`config.mk`:
```
export PLATFORM = sky130hd
export DESIGN_NAME = pll_lock_supervisor
export DESIGN_NICKNAME = d
export VERILOG_FILES = /design/src/rtl/pll_sup_pkg.sv /design/src/rtl/pll_sup_chan.sv /design/src/rtl/pll_lock_supervisor.sv
export SDC_FILE = /design/constraint.sdc
export NUM_CORES = 1
export LEC_CHECK = 0
export ABC_CLOCK_PERIOD_IN_PS = 3000
export BUFFER_PORTS_ARGS = -buffer_cell sky130_fd_sc_hd__buf_2
export CELL_PAD_IN_SITES_DETAIL_PLACEMENT = 0
export CELL_PAD_IN_SITES_GLOBAL_PLACEMENT = 1
export CORE_ASPECT_RATIO = 1.2
export CORE_UTILIZATION = 45
export CTS_BUF_LIST = sky130_fd_sc_hd__clkbuf_4 sky130_fd_sc_hd__clkbuf_8
export CTS_CLUSTER_SIZE = 16
export DETAILED_ROUTE_END_ITERATION = 8
export PLACE_DENSITY = 0.73
export SYNTH_ARGS = -nofsm -noshare
export SYNTH_HDL_FRONTEND = slang
export SYNTH_HIERARCHICAL = 1
export SYNTH_SLANG_ARGS = --single-unit
```
`constraint.sdc`:
```
create_clock -name clk -period 3 [get_ports clk]
set_input_delay 0.3 -clock clk [delete_from_list [all_inputs] [get_ports clk]]
set_output_delay 0.3 -clock clk [all_outputs]
set_load 0.02 [all_outputs]
```
`src/rtl/pll_sup_pkg.sv`:
```
// Shared types and helpers for the PLL lock supervisor.
// Holds the per-channel state encoding and the counter width rule used by every channel.
// Contents: state_t, cnt_width(), holds_pll_rst().

package pll_sup_pkg;

  // Per-channel supervisor states.
  typedef enum logic [2:0] {
    IDLE   = 3'd0,
    RST    = 3'd1,
    WAIT   = 3'd2,
    STABLE = 3'd3,
    LOCKED = 3'd4,
    FAIL   = 3'd5
  } state_t;

  // Bits needed to hold the values 0..max_val. A zero limit still needs
  // one bit so the counter never collapses to a zero-width vector.
  function automatic int cnt_width(input int max_val);
    if (max_val < 1) return 1;
    return $clog2(max_val + 1);
  endfunction

  // The PLL is held in reset whenever the channel is not actively
  // trying to lock or already locked.
  function automatic logic holds_pll_rst(input state_t s);
    return (s == IDLE) || (s == RST) || (s == FAIL);
  endfunction

endpackage

```
`src/rtl/pll_sup_chan.sv`:
```
// One PLL channel: lock-input synchroniser, reset/timeout/debounce counters and the supervisor FSM.
// Outputs are registered from the next state, so locked/pll_rst change on the same edge as the state.
// Ports: clk, rst_n, enable, clear, lock_in (async) in; pll_rst, locked, lol_sticky, fail out;
//        event_pulse out only when PLL_SUP_IRQ_EN is defined (lol_sticky set or FAIL entered this edge).

module pll_sup_chan
  import pll_sup_pkg::*;
#(
  parameter int SYNC_STAGES   = 3,
  parameter int RST_CYCLES    = 16,
  parameter int STABLE_CYCLES = 256,
  parameter int LOCK_TIMEOUT  = 65536,
  parameter int MAX_RETRY     = 3
) (
  input  logic clk,
  input  logic rst_n,
  input  logic enable,
  input  logic clear,
  input  logic lock_in,
  output logic pll_rst,
  output logic locked,
  output logic lol_sticky,
  output logic fail
`ifdef PLL_SUP_IRQ_EN
  ,
  output logic event_pulse
`endif
);

  localparam int RW = cnt_width(RST_CYCLES);
  localparam int SW = cnt_width(STABLE_CYCLES);
  localparam int TW = cnt_width(LOCK_TIMEOUT);
  localparam int MW = cnt_width(MAX_RETRY);

  localparam logic [RW-1:0] RST_LAST  = RW'(RST_CYCLES - 1);
  localparam logic [SW-1:0] STAB_MAX  = SW'(STABLE_CYCLES);
  localparam logic [TW-1:0] TO_LAST   = TW'(LOCK_TIMEOUT - 1);
  localparam logic [MW-1:0] RETRY_MAX = MW'(MAX_RETRY);

  // Lock input synchroniser; only its last stage is visible to the FSM.
  logic [SYNC_STAGES-1:0] sync_q;
  logic                   lock_s;

  always_ff @(posedge clk or negedge rst_n) begin
    if (!rst_n) begin
      sync_q <= '0;
    end else begin
      sync_q <= {sync_q[SYNC_STAGES-2:0], lock_in};
    end
  end

  assign lock_s = sync_q[SYNC_STAGES-1];

  state_t          state, state_n;
  logic [RW-1:0]   rst_cnt, rst_cnt_n;
  logic [SW-1:0]   stab_cnt, stab_cnt_n;
  logic [TW-1:0]   to_cnt, to_cnt_n;
  logic [MW-1:0]   retry_cnt, retry_cnt_n;
  logic            lol_n, fail_n;
  logic            retry_evt;
  logic            lol_set;
  logic            fail_enter;

  always_ff @(posedge clk or negedge rst_n) begin
    if (!rst_n) begin
      state <= IDLE;
    end else begin
      state <= state_n;
    end
  end

  always_comb begin
    state_n     = state;
    rst_cnt_n   = rst_cnt;
    stab_cnt_n  = stab_cnt;
    to_cnt_n    = to_cnt;
    retry_cnt_n = retry_cnt;
    lol_n       = lol_sticky;
    fail_n      = fail;
    retry_evt   = 1'b0;
    lol_set     = 1'b0;
    fail_enter  = 1'b0;

    if (!enable) begin
      // Disable wins over everything; sticky flags survive it.
      state_n     = IDLE;
      rst_cnt_n   = '0;
      stab_cnt_n  = '0;
      to_cnt_n    = '0;
      retry_cnt_n = '0;
    end else if (clear) begin
      // Clear restarts the channel and swallows any event of this cycle.
      state_n     = RST;
      rst_cnt_n   = '0;
      stab_cnt_n  = '0;
      to_cnt_n    = '0;
      retry_cnt_n = '0;
      lol_n       = 1'b0;
      fail_n      = 1'b0;
    end else begin
      case (state)
        IDLE: begin
          state_n     = RST;
          rst_cnt_n   = '0;
          retry_cnt_n = '0;
        end

        RST: begin
          if (rst_cnt == RST_LAST) begin
            state_n    = WAIT;
            to_cnt_n   = '0;
            stab_cnt_n = '0;
          end else begin
            rst_cnt_n = rst_cnt + 1'b1;
          end
        end

        WAIT: begin
          if (to_cnt != TO_LAST) to_cnt_n = to_cnt + 1'b1;
          if (to_cnt == TO_LAST) begin
            retry_evt = 1'b1;
          end else if (lock_s) begin
            state_n    = STABLE;
            stab_cnt_n = '0;
          end
        end

        STABLE: begin
          if (to_cnt != TO_LAST) to_cnt_n = to_cnt + 1'b1;
          // A lock completing on the final timeout cycle still counts as locked.
          if (lock_s && (stab_cnt == STAB_MAX)) begin
            state_n     = LOCKED;
            retry_cnt_n = '0;
          end else if (to_cnt == TO_LAST) begin
            retry_evt = 1'b1;
          end else if (!lock_s) begin
            state_n    = WAIT;
            stab_cnt_n = '0;
          end else begin
            // Bounded by STAB_MAX: reaching it with lock_s high leaves STABLE.
            stab_cnt_n = stab_cnt + 1'b1;
          end
        end

        LOCKED: begin
          if (!lock_s) begin
            lol_n     = 1'b1;
            lol_set   = 1'b1;
            retry_evt = 1'b1;
          end
        end

        FAIL: begin
          state_n = FAIL;
        end

        default: begin
          state_n = IDLE;
        end
      endcase

      if (retry_evt) begin
        if (retry_cnt < RETRY_MAX) begin
          state_n     = RST;
          rst_cnt_n   = '0;
          retry_cnt_n = retry_cnt + 1'b1;
        end else begin
          state_n    = FAIL;
          fail_n     = 1'b1;
          fail_enter = 1'b1;
        end
      end
    end
  end

  always_ff @(posedge clk or negedge rst_n) begin
    if (!rst_n) begin
      rst_cnt    <= '0;
      stab_cnt   <= '0;
      to_cnt     <= '0;
      retry_cnt  <= '0;
      pll_rst    <= 1'b1;
      locked     <= 1'b0;
      lol_sticky <= 1'b0;
      fail       <= 1'b0;
    end else begin
      rst_cnt    <= rst_cnt_n;
      stab_cnt   <= stab_cnt_n;
      to_cnt     <= to_cnt_n;
      retry_cnt  <= retry_cnt_n;
      pll_rst    <= holds_pll_rst(state_n);
      locked     <= (state_n == LOCKED);
      lol_sticky <= lol_n;
      fail       <= fail_n;
    end
  end

`ifdef PLL_SUP_IRQ_EN
  always_ff @(posedge clk or negedge rst_n) begin
    if (!rst_n) begin
      event_pulse <= 1'b0;
    end else begin
      event_pulse <= lol_set | fail_enter;
    end
  end
`else
  // Event strobes only feed the interrupt path.
  logic unused_evt;
  assign unused_evt = lol_set ^ fail_enter;
`endif

endmodule

```
`src/rtl/pll_lock_supervisor.sv`:
```
// Multi-channel PLL lock supervisor: per-channel reset drive, lock debounce, timeout/retry, sticky loss-of-lock.
// all_locked is the AND of locked, registered (one cycle behind locked).
// Ports: clk, rst_n, enable/clear/lock_in[NUM_CH] in; pll_rst/locked/lol_sticky/fail[NUM_CH], all_locked out.
// Optional macro PLL_SUP_IRQ_EN adds irq: one-cycle pulse the cycle after any channel sets lol_sticky or enters FAIL.

module pll_lock_supervisor
  import pll_sup_pkg::*;
#(
  parameter int NUM_CH        = 2,
  parameter int SYNC_STAGES   = 3,
  parameter int RST_CYCLES    = 16,
  parameter int STABLE_CYCLES = 256,
  parameter int LOCK_TIMEOUT  = 65536,
  parameter int MAX_RETRY     = 3
) (
  input  logic              clk,
  input  logic              rst_n,
  input  logic [NUM_CH-1:0] enable,
  input  logic [NUM_CH-1:0] clear,
  input  logic [NUM_CH-1:0] lock_in,
  output logic [NUM_CH-1:0] pll_rst,
  output logic [NUM_CH-1:0] locked,
  output logic [NUM_CH-1:0] lol_sticky,
  output logic [NUM_CH-1:0] fail,
  output logic              all_locked
`ifdef PLL_SUP_IRQ_EN
  ,
  output logic              irq
`endif
);

`ifdef PLL_SUP_IRQ_EN
  logic [NUM_CH-1:0] chan_evt;
`endif

  for (genvar i = 0; i < NUM_CH; i++) begin : g_chan
    pll_sup_chan #(
      .SYNC_STAGES   (SYNC_STAGES),
      .RST_CYCLES    (RST_CYCLES),
      .STABLE_CYCLES (STABLE_CYCLES),
      .LOCK_TIMEOUT  (LOCK_TIMEOUT),
      .MAX_RETRY     (MAX_RETRY)
    ) u_chan (
      .clk        (clk),
      .rst_n      (rst_n),
      .enable     (enable[i]),
      .clear      (clear[i]),
      .lock_in    (lock_in[i]),
      .pll_rst    (pll_rst[i]),
      .locked     (locked[i]),
      .lol_sticky (lol_sticky[i]),
      .fail       (fail[i])
`ifdef PLL_SUP_IRQ_EN
      ,
      .event_pulse(chan_evt[i])
`endif
    );
  end

  // Registered so downstream reset gating never sees a combinational glitch.
  always_ff @(posedge clk or negedge rst_n) begin
    if (!rst_n) begin
      all_locked <= 1'b0;
    end else begin
      all_locked <= &locked;
    end
  end

`ifdef PLL_SUP_IRQ_EN
  // Simultaneous channel events merge into a single pulse.
  always_ff @(posedge clk or negedge rst_n) begin
    if (!rst_n) begin
      irq <= 1'b0;
    end else begin
      irq <= |chan_evt;
    end
  end
`endif

endmodule

```
Word-level counts from Yosys, hierarchy flattened
Index checks and enable logic that the tools add are counted.
{"block": "totals", "reg_bits": 87, "input_bits": 8, "output_inout_bits": 9, "word_cells": 198}
{"block": "op_classes", "add_sub_neg": 8, "order_cmp": 2, "eq_ne": 44, "muxes": 98, "reduce_logical": 25}
{"operator": "$mux 9", "count": 16}
{"operator": "$mux 17", "count": 8}
{"operator": "$pmux 17 s2", "count": 2}
{"operator": "$mux 3", "count": 20}
{"operator": "$pmux 9 s3", "count": 2}
{"operator": "$mux 5", "count": 10}
{"operator": "$pmux 3 s6", "count": 2}
{"operator": "$add 17x1->17 const B", "count": 2}
{"operator": "$eq 17x16->1 const B", "count": 2}
{"operator": "$ne 17x16->1 const B", "count": 2}
{"operator": "$eq 3x3->1 const B", "count": 8}
{"operator": "$ne 4x4->1 const B", "count": 6}
{"operator": "$mux 1", "count": 22}
{"operator": "$mux 2", "count": 10}
{"operator": "$pmux 5 s2", "count": 2}
{"operator": "$add 9x1->9 const B", "count": 2}
{"operator": "$eq 9x9->1 const B", "count": 2}
{"operator": "$reduce_and 3->1", "count": 6}
{"operator": "$ne 4x2->1 const B", "count": 4}
{"operator": "$ne 4x3->1 const B", "count": 4}
{"operator": "$eq 3x1->1 const B", "count": 4}
{"operator": "$eq 3x2->1 const B", "count": 4}
{"operator": "$logic_not 3->1", "count": 4}
{"operator": "$reduce_and 6->1", "count": 2}
{"operator": "other kinds (13)", "count": 31}

Longest topological paths before layout
{"block": "logic_depth", "ltp_word": 12, "mapped_depth": 12, "ltp_nobuf": 10}

Cells and area by module
The synthesis kept the hierarchy.
{"mod": "pll_sup_chan (g_chan[1].u_chan)", "instances": 1, "cells_each": 263, "area_per_inst_um2": 2453.6, "seq_area_each_um2": 1077.3}
{"mod": "pll_sup_chan (g_chan[0].u_chan)", "instances": 1, "cells_each": 243, "area_per_inst_um2": 2362.3, "seq_area_each_um2": 1077.3}
{"mod": "pll_lock_supervisor", "instances": 1, "cells_each": 2, "area_per_inst_um2": 31.3, "seq_area_each_um2": 25.0}

Least setup slack after synthesis
No wires, ideal clock.
{"block": "synth_path", "kind": "register -> register", "start": "register g_chan[0].u_chan.to_cnt[0]", "end": "register g_chan[0].u_chan.stab_cnt[3]", "setup_time_ns": 0.092, "t_arrival_ns": 2.753, "required_ns": 2.908, "setup_slack_ns": 0.155, "path_stages_with_launch": 13, "n_path_buf": 2, "synth_period_minus_slack_ns": 2.845, "path_cell_list": "dfrtp_1 > ha_1 > and3_1 > and4_1 > clkbuf_1 > and4_1 > ha_1 > or3b_4 > o32ai_2 > nand2_1 > or2_1 > buf_6 > o31ai_2"}
{"block": "synth_via", "elab_chain_cells": 3, "elab_cells_between_ends": 4, "cone_classes": "3 x eq/ne; 1 x reduce/logical"}
{"element": "from (decl)", "line_no": "pll_sup_chan.sv:57", "text": "logic [TW-1:0] to_cnt, to_cnt_n;"}
{"element": "from (signal assigned)", "line_no": "pll_sup_chan.sv:189", "text": "to_cnt <= to_cnt_n;"}
{"element": "$eq 17x16->1 (*)", "line_no": "pll_sup_chan.sv:120, pll_sup_chan.sv:134"}
{"element": "$ne 4x4->1 (no line)"}
{"element": "$reduce_and 6->1 (no line) (*)"}
{"element": "to (signal assigned)", "line_no": "pll_sup_chan.sv:188", "text": "stab_cnt <= stab_cnt_n;"}
{"element": "to (decl)", "line_no": "pll_sup_chan.sv:56", "text": "logic [SW-1:0] stab_cnt, stab_cnt_n;"}
Every way passes the cells marked *; elsewhere a longest branch is shown, timed or not.
A chain may end at the register's enable or synchronous reset.

Worst setup path after layout
{"block": "layout_path", "start": "register g_chan[0].u_chan.to_cnt[0]", "end": "register g_chan[0].u_chan.stab_cnt[4]"}
The elaborated chain is that of the path after synthesis.

==> impl_metrics.env <==
export IMPL_cp_cell_sequence="ha_1 > and3_1 > and4_1 > and4_1 > ha_1 > or3b_4 > o32ai_2 > nand2_1 > or2_4 > o31ai_2"
export IMPL_dpl_cell_count=647
export IMPL_slew_headroom=0.398
export IMPL_instances_no_fill=664
export IMPL_endpoint_kind="register"
export IMPL_drc=0
export IMPL_gr_usage_all_layers=0.201
export IMPL_final_max_slew_viol_count=0
export IMPL_design_area_um2=5290
export IMPL_critPathSlowestCell="dfrtp_1"
export IMPL_cts_root_buf="clkbuf_8"
export IMPL_die_area_um2=11200
export IMPL_power_density_nw_per_um2=394
export IMPL_htree_levels=3
export IMPL_cts_tree="yes"
export IMPL_ys_warn_count=6
export IMPL_vdd_drop_max_v=0.000319
export IMPL_clk_pin_slew_ps=90
export IMPL_final_hold_violation_count=0
export IMPL_viasPerCell=5.75
export IMPL_area_growth_pct=9.11
export IMPL_worst_pin_slew_ps=902
export IMPL_maxCapViolCount=0
export IMPL_grt_ovfl_total=0
export IMPL_setup_tns_final_ps=0
export IMPL_die_w_um=96.7
export IMPL_wl_per_cell_um=16.1
export IMPL_worst_ep_arrival_time_ps=3060
export IMPL_core_um2=10500
export IMPL_place_congestion=0.793
export IMPL_nets=550
export IMPL_dominantRegCellSynth="dfrtp_1"
export IMPL_yosysSeqAreaShare=0.450
export IMPL_fmaxAchievable_mhz=360
export IMPL_crit_fanout=6
export IMPL_routed_wl_met3_um=245
export IMPL_first_pass_iters=4
export IMPL_diodes=0
export IMPL_fin_util=0.503
export IMPL_antenna_found_initial=0
export IMPL_grt_pass1_wl_um=18100
export IMPL_worst_hold_path_type="input port to register"
export IMPL_outcome="complete, no violations"
export IMPL_rsz0062_at_grt="false"
export IMPL_io_pins=17
export IMPL_grt_pass1_vias=3706
export IMPL_setup_worst_path_start_class="register"
export IMPL_dpl_cell_area_um2=5080
export IMPL_hpwl_um=7620
export IMPL_netlist_instances=508
export IMPL_critPathKind="register to register"
export IMPL_syn_area_um2=4850
export IMPL_ys_ff_latch=87
export IMPL_wl_met1_um=4880
export IMPL_max_clock_path_buffers=2
export IMPL_ant_nets=0
export IMPL_yosysUniqueCellTypes=77
export IMPL_fin_crit_sh=0.927
export IMPL_insertion_delay_ps=370
export IMPL_numCtsBuffers=9
export IMPL_clkSinkCount=87
export IMPL_top_layer="met4"
export IMPL_io_buffers=16
export IMPL_synth_edf_count=0
export IMPL_syn_nets=528
export IMPL_async_flop_share=1.00
export IMPL_die_y_um=116
export IMPL_critPathRequiredTime_ps=3270
export IMPL_drive_above_1_share=0.135
export IMPL_drtIter0Drc=137
export IMPL_clock_skew_final_ps=12.7
export IMPL_via_count=3816
export IMPL_finalWirelength_um=10700
export IMPL_start_util=0.461
export IMPL_period_needed_ps=2780
export IMPL_rows=41
export IMPL_leakage_nw=2.29
export IMPL_setup_viol=0
export IMPL_cts_setup_buffers=0
export IMPL_wl_met2_um=5440
export IMPL_grt_max_degree=47
export IMPL_slowest_delay_ps=420
export IMPL_syn_area_per_cell_um2=9.54
-- critical path: cells and delay by family (launching register included) --
| kind | cells | cell delay [ps] |
|---|---|---|
| AOI/OAI and AO/OA | 2 | 370 |
| adders and majority gates | 2 | 420 |
| DFF | 1 | 420 |
| and+or+nand+nor | 6 | 1460 |
-- sequential cells by signal, summed over array words and instances, names as in the netlist --
name                      flops
g_chan.u_chan/to_cnt         34
g_chan.u_chan/retry_cnt       4
g_chan.u_chan/stab_cnt       18
g_chan.u_chan/fail            2
all_locked                    1
g_chan.u_chan/locked          2
g_chan.u_chan/lol_sticky      2
g_chan.u_chan/rst_cnt        10
g_chan.u_chan/pll_rst         2
g_chan.u_chan/state           6
g_chan.u_chan/sync_q          6
-- synthesized netlist by cell type, types with 3 or more instances --
library cell  instances  area, µm²
and3_1               16        100
a21o_1                4       30.0
o41ai_1               3       26.3
mux2i_1               3       30.0
buf_6                 3       33.8
nor2b_1              10       62.6
buf_2                 4       20.0
inv_1                12       45.0
o31ai_2               4       50.1
nand2_1              45        169
a31oi_1               7       43.8
dfrtp_1              85       2130
and2_1                5       31.3
nor4_1                4       25.0
xnor2_1               7       61.3
a211oi_1              3       22.5
clkbuf_1              7       26.3
and4_1                7       61.3
nand3_1              28        140
nand4b_1              3       26.3
buf_1                 3       11.3
nor2_1               46        173
a21oi_1              28        140
xor2_1                9       78.8
o31ai_1              13       97.6
nor3b_1               4       30.0
nor3_1                7       35.0
or3_1                 3       18.8
o21ai_1              14       70.1
nand4_1              13       81.3
nand2b_1              9       56.3
ha_1                 12        150
o21ai_0              32        160
-- timing repair --
action | in CTS | in global routing
resized for setup | 0 | 1
setup endpoints to repair | 0 | 1
hold buffers | 1 | 0
hold endpoints to repair | 44 | 0
-- layout make-up --
class	count	area, µm²
Inverter	12	45.0
Sequential cell	87	2180
Fill cell	991	5230
Multi-Input combinational cell	392	2530
Tap cell	129	161
Clock buffer	12	165
Clock inverter	4	28.8
Timing Repair Buffer	28	175
-- stage by stage --
stage | power [W] | setup slack [ps] | hold WS (ps)
2_1_floorplan | 0.00126 | 155 | 4.41
3_3_place_gp | 0.00131 | 220 | 333
3_5_place_dp | 0.00131 | 158 | 336
4_1_cts | 0.00212 | 136 | 17.3
5_1_grt | 0.00218 | 53.0 | 12.1
6_report | 0.00208 | 219 | 39.9
-- logic make-up (layout without fill, tap and decap cells) --
family / Yosys count / in the layout / share of synthesized area
buf+inv: 29 / 56 / 0.0281
flops: 87 / 87 / 0.450
simple gates: 223 / 223 / 0.257
compound gates: 137 / 137 / 0.196
xor+xnor: 16 / 16 / 0.0289
fa+ha+maj: 12 / 12 / 0.0310
mux: 4 / 4 / 0.00852
-- report_power, final --
part / internal, W / total (W) / leakage [nW] / switching, W
sequential: 0.00118 / 0.00119 / 1.19 / 0.00000823
clock: 0.000369 / 0.000797 / 0.0946 / 0.000428
combinational: 0.0000274 / 0.0000974 / 1.00 / 0.0000700
total: 0.00158 / 0.00208 / 2.29 / 0.000506
-- final timing paths --
| check | startpoint | to | slack [ps] | depth (start not counted) |
|---|---|---|---|---|
| setup / recovery | g_chan[0].u_chan/to_cnt[0] | g_chan[0].u_chan/stab_cnt[4] | 220 | 10 |
| hold / removal | lock_in[0] | g_chan[0].u_chan/sync_q[0] | 40 | 1 |
| setup reg to reg | g_chan[0].u_chan/to_cnt[0] | g_chan[0].u_chan/stab_cnt[4] | 220 | 10 |
| hold reg to reg | g_chan[0].u_chan/sync_q[1] | g_chan[0].u_chan/sync_q[2] | 350 | 0 |
| max in group asynchronous | rst_n | g_chan[1].u_chan/pll_rst | 1760 | 3 |
| min in group asynchronous | rst_n | all_locked | 480 | 2 |
-- cells in the final DEF (no fill, tap or decap), types with 13 or more instances in the layout --
| master | n |
|---|---|
| a21oi_1 | 28 |
| and3_1 | 16 |
| buf_2 | 15 |
| dfrtp_1 | 85 |
| nand2_1 | 45 |
| nand3_1 | 28 |
| nand4_1 | 13 |
| nor2_1 | 46 |
| o21ai_0 | 32 |
| o21ai_1 | 14 |
| o31ai_1 | 13 |
-- routing by layer --
metal | vias up | global-route usage
met5 | - | 0
met4 | 0 | 0.0746
met3 | 7 | 0.0362
met2 | 39 | 0.360
met1 | 1843 | 0.244
li1 | 1927 | -
Power figures use the tool's default switching activity.
